==> config.mk <==
export PLATFORM = sky130hd
export DESIGN_NAME = mul_seq_24
export DESIGN_NICKNAME = d
export VERILOG_FILES = /design/src/rtl/mul_seq_24.sv
export SDC_FILE = /design/constraint.sdc
export NUM_CORES = 1
export LEC_CHECK = 0
export CAP_MARGIN = 20
export CELL_PAD_IN_SITES_DETAIL_PLACEMENT = 1
export CELL_PAD_IN_SITES_GLOBAL_PLACEMENT = 2
export CORE_MARGIN = 2
export CORE_UTILIZATION = 34
export DETAILED_ROUTE_END_ITERATION = 10
export HOLD_SLACK_MARGIN = 0.1
export PLACE_DENSITY_LB_ADDON = 0.1
export SLEW_MARGIN = 40
export SYNTH_ARGS = -nofsm -noshare
export SYNTH_HDL_FRONTEND = slang
export SYNTH_SLANG_ARGS = --single-unit
==> constraint.sdc <==
create_clock -name Clock -period 3.6 [get_ports Clock]
set_clock_uncertainty 0.1 [all_clocks]
set_input_delay 0.36 -clock Clock [delete_from_list [all_inputs] [get_ports Clock]]
set_output_delay 0.36 -clock Clock [all_outputs]
set_load 0.02 [all_outputs]
==> src/rtl/mul_seq_24.sv <==
// Sequential shift-add unsigned multiplier: one multiplier bit per clock,
// exact 2*WIDTH-bit product split into Result (low half) and ResultHi (high half).
module mul_seq_24 #(
    parameter int WIDTH = 24
) (
    input  logic             Clock,
    input  logic             Reset,
    input  logic             Start,
    input  logic [WIDTH-1:0] A,
    input  logic [WIDTH-1:0] B,
    output logic             Busy,
    output logic             Done,
    output logic [WIDTH-1:0] Result,
    output logic [WIDTH-1:0] ResultHi,
    output logic             Overflow
);

    localparam int CW = $clog2(WIDTH + 1);

    typedef enum logic [1:0] {
        IDLE,
        RUN,
        DONE
    } state_t;

    state_t             state;
    logic [2*WIDTH-1:0] mcand;     // multiplicand, shifted left once per RUN cycle
    logic [WIDTH-1:0]   mplier;    // multiplier, shifted right once per RUN cycle
    logic [2*WIDTH-1:0] acc;
    logic [2*WIDTH-1:0] acc_next;
    logic [CW-1:0]      count;

    // The last RUN edge loads the outputs from the sum formed on that same
    // edge, so the partial-product add is shared with the accumulator update.
    always_comb begin
        // NOTE: default assignment first so no path leaves acc_next unassigned (no latch).
        acc_next = acc;
        if (mplier[0]) begin
            acc_next = acc + mcand;
        end
    end

    always_ff @(posedge Clock) begin
        // NOTE: every register, including the datapath, is cleared by reset so an
        // aborted operation leaves nothing behind; state updates use <= only.
        if (Reset) begin
            state    <= IDLE;
            mcand    <= '0;
            mplier   <= '0;
            acc      <= '0;
            count    <= '0;
            Busy     <= 1'b0;
            Done     <= 1'b0;
            Result   <= '0;
            ResultHi <= '0;
            Overflow <= 1'b0;
        end else begin
            case (state)
                IDLE: begin
                    if (Start) begin
                        mcand  <= {{WIDTH{1'b0}}, A};
                        mplier <= B;
                        acc    <= '0;
                        count  <= CW'(WIDTH);
                        Busy   <= 1'b1;
                        state  <= RUN;
                    end
                end

                RUN: begin
                    acc    <= acc_next;
                    mcand  <= mcand << 1;
                    mplier <= mplier >> 1;
                    count  <= count - 1'b1;
                    if (count == CW'(1)) begin
                        Result   <= acc_next[WIDTH-1:0];
                        ResultHi <= acc_next[2*WIDTH-1:WIDTH];
                        Overflow <= |acc_next[2*WIDTH-1:WIDTH];
                        Done     <= 1'b1;
                        state    <= DONE;
                    end
                end

                DONE: begin
                    Done  <= 1'b0;
                    Busy  <= 1'b0;
                    state <= IDLE;
                end

                default: begin
                    Done  <= 1'b0;
                    Busy  <= 1'b0;
                    state <= IDLE;
                end
            endcase
        end
    end

endmodule

==> results_dict.tcl <==
set metrics [dict create \
    drtIter0Drc 507 \
    min_period_ps 3440 \
    fin_area_sq_um 12600 \
    drt_first_pass_iters 5 \
    synth.cell_area_sq_um 10500 \
    hold_slack_ps 276 \
    required_ps 3820 \
    grt_pass1_vias 10400 \
    dpl-instance-area_sq_um 12000 \
    place_congestion 0.861 \
    path_max_fanout 6 \
    peakVddDrop_v 0.000351 \
    slew_headroom_pct 51.6 \
    antenna_cells 0 \
    drive_gt1_share_pct 9.27 \
    clock_path_buffers 2 \
    grt_pass1_wl_um 59000 \
    start_kind "flop" \
    maxCapViolations 0 \
    overflow 0 \
    clk_pin_slew_worst_paths_ps 80 \
    cts_max_level 4 \
    finalCritPeriodShare_pct 95.5 \
    setup_violations 0 \
    synth-edff-count 0 \
    status "completed" \
    ant_nets 0 \
    rows 64 \
    vias 10300 \
    synth_top_area_cell "dfxtp_1" \
    synth-seq-cells 178 \
    wire_per_inst_um 19.7 \
    die-height_um 180 \
    synthCells 1380 \
    synth-seq-area-share_pct 34.0 \
    fmax_ghz 0.291 \
    power.leakage_nw 4.71 \
    die_x_um 180 \
    synth_top_area_share_pct 34.0 \
    grt_max_degree 90 \
    cts_sinks 178 \
    synth.most_common_cell "nor2_1" \
    report.final.slew_viol_count 0 \
    pin_count 102 \
    dp_hpwl_um 26200 \
    grt_util_all_layers_pct 22.7 \
    worstSkewPairLatency_ps 460 \
    critical_path_class "reg -> reg" \
    syn2layout_area_growth_pct 20.3 \
    synth_commonest_cells "219 x nor2_1, 200 x nand2_1, 178 x dfxtp_1" \
    avgSynthCellArea_sq_um 7.60 \
    synth-main-ff-cell "dfxtp_1" \
    fp.coreArea_sq_um 30500 \
    arrival_ps 3660 \
    start_util_pct 34.4 \
    hold_path.class "in -> reg" \
    synth_cell_types 84 \
    vias_per_cell 5.58 \
    power_density_nw_per_um2 376 \
    port_buffers 101 \
    clockRootBuffer "clkbuf_16" \
    nNetsFinal 1545 \
    ys_warn_count 0 \
    synth_nets 1481 \
    cts_tree "built" \
    antenna_found_initial 0 \
    cts_buffers 17 \
    synth_area_leaders "dfxtp_1 34%, nor2_1 7.8%, nand2_1 7.2%, a21oi_1 6.3%, ha_1 5.8%" \
    drt-total-wl_um 36400 \
    die-area_sq_um 32300 \
    tightest_slew_ps 727 \
    final-hold-violation-count 0 \
    drc 0 \
    crit_path_end_kind "flop" \
    ys_async_sr_fraction_pct 0 \
    postCtsHoldBufs 0 \
]
metal layers:
layer | up-vias | GRT usage [%] | routed length (um)
li1 | 5093 | - | -
met1 | 5030 | 31.2 | 18000
met2 | 176 | 36.2 | 16200
met3 | 29 | 4.88 | 1620
met4 | 0 | 6.02 | 561
met5 | - | 0 | 0
per-stage QoR:
step / utilization (%) / setup TNS, ps / total power, mW / setup WS (ps) / cells
2_1_floorplan: - / 0 / 2.64 / 408 / 1380
3_3_place_gp: 39.2 / -108 / 2.91 / -108 / 1818
3_5_place_dp: 39.2 / -113 / 2.92 / -113 / 1818
4_1_cts: 41.1 / 0 / 4.81 / 37.4 / 1849
5_1_grt: 41.3 / -1.40 / 4.98 / -1.40 / 1852
6_report: 41.3 / 0 / 4.74 / 163 / 1852
power breakdown:
group,total (mW),internal [mW],leakage (nW),switching [mW]
Combinational,0.761,0.277,3.00,0.485
Sequential,2.12,2.05,1.45,0.0635
Clock,1.86,0.916,0.266,0.947
worst max-delay path, stage by stage, from the launching register on:
cell	delay, ps
dfxtp_1	340
ha_1	240
fa_2	390
a211oi_4	270
o21ai_2	110
a32o_2	310
o21a_1	210
nor2_2	110
o21ai_1	120
a2111o_1	400
nor4_2	250
nand4_1	150
nor4_1	210
nor3_1	70
placed cells by master, fill, tap and decap left out, drive strengths merged, types with 8 or more instances in the layout:
cell type and count:
clkbuf 17, buf 57, nor4 8, xnor2 18
mux2i 18, dfxtp 178, clkdlybuf4s50 100, nor2 219
o211ai 16, nand4 24, xor2 16, a21o 26
a211oi 39, nor3 16, nand2b 12, inv 19
a311oi 50, nand2 200, a21oi 133, o21a 13
ha 49, nand3 50, o21ai 44, a31oi 32
registers in the layout, indices dropped and copies added, names as in the netlist, 2 cells and up:
register,flops
Result,24
count,5
acc,48
mplier,24
state,2
mcand,48
ResultHi,24
worst paths after layout:
check	start	end	slack (ps)	depth (start not counted)
hold reg to reg	ResultHi[9]	ResultHi[9]	360	2
setup reg to reg	mcand[0]	Overflow	160	13
setup / recovery	mcand[0]	Overflow	160	13
hold / removal	Reset	count[1]	280	2
logic make-up (layout without fill, tap and decap cells):
family | Yosys count | after routing | synth area share [%]
buf+inv | 125 | 201 | 5.30
flops | 178 | 178 | 34.0
mux | 23 | 23 | 2.26
fa+ha+maj | 50 | 50 | 6.04
simple gates | 568 | 568 | 23.6
xor+xnor | 34 | 34 | 2.84
compound gates | 402 | 402 | 26.0
final cells by class:
| type | instances | area, sq um |
|---|---|---|
| multi-input cells | 1077 | 6470 |
| well taps | 396 | 495 |
| repair buffers | 157 | 1470 |
| clock inverters | 14 | 143 |
| clock buffers | 17 | 425 |
| flip-flops and latches | 178 | 3560 |
| inverters | 13 | 48.8 |
| fillers | 3681 | 17900 |
timing repair:
item,in CTS,in global routing
resized for setup,2,14
setup buffers,0,3
hold endpoints to repair,0,0
pin swaps,0,10
setup endpoints to repair,1,5
Note: power is estimated with default switching activity, not from simulation.
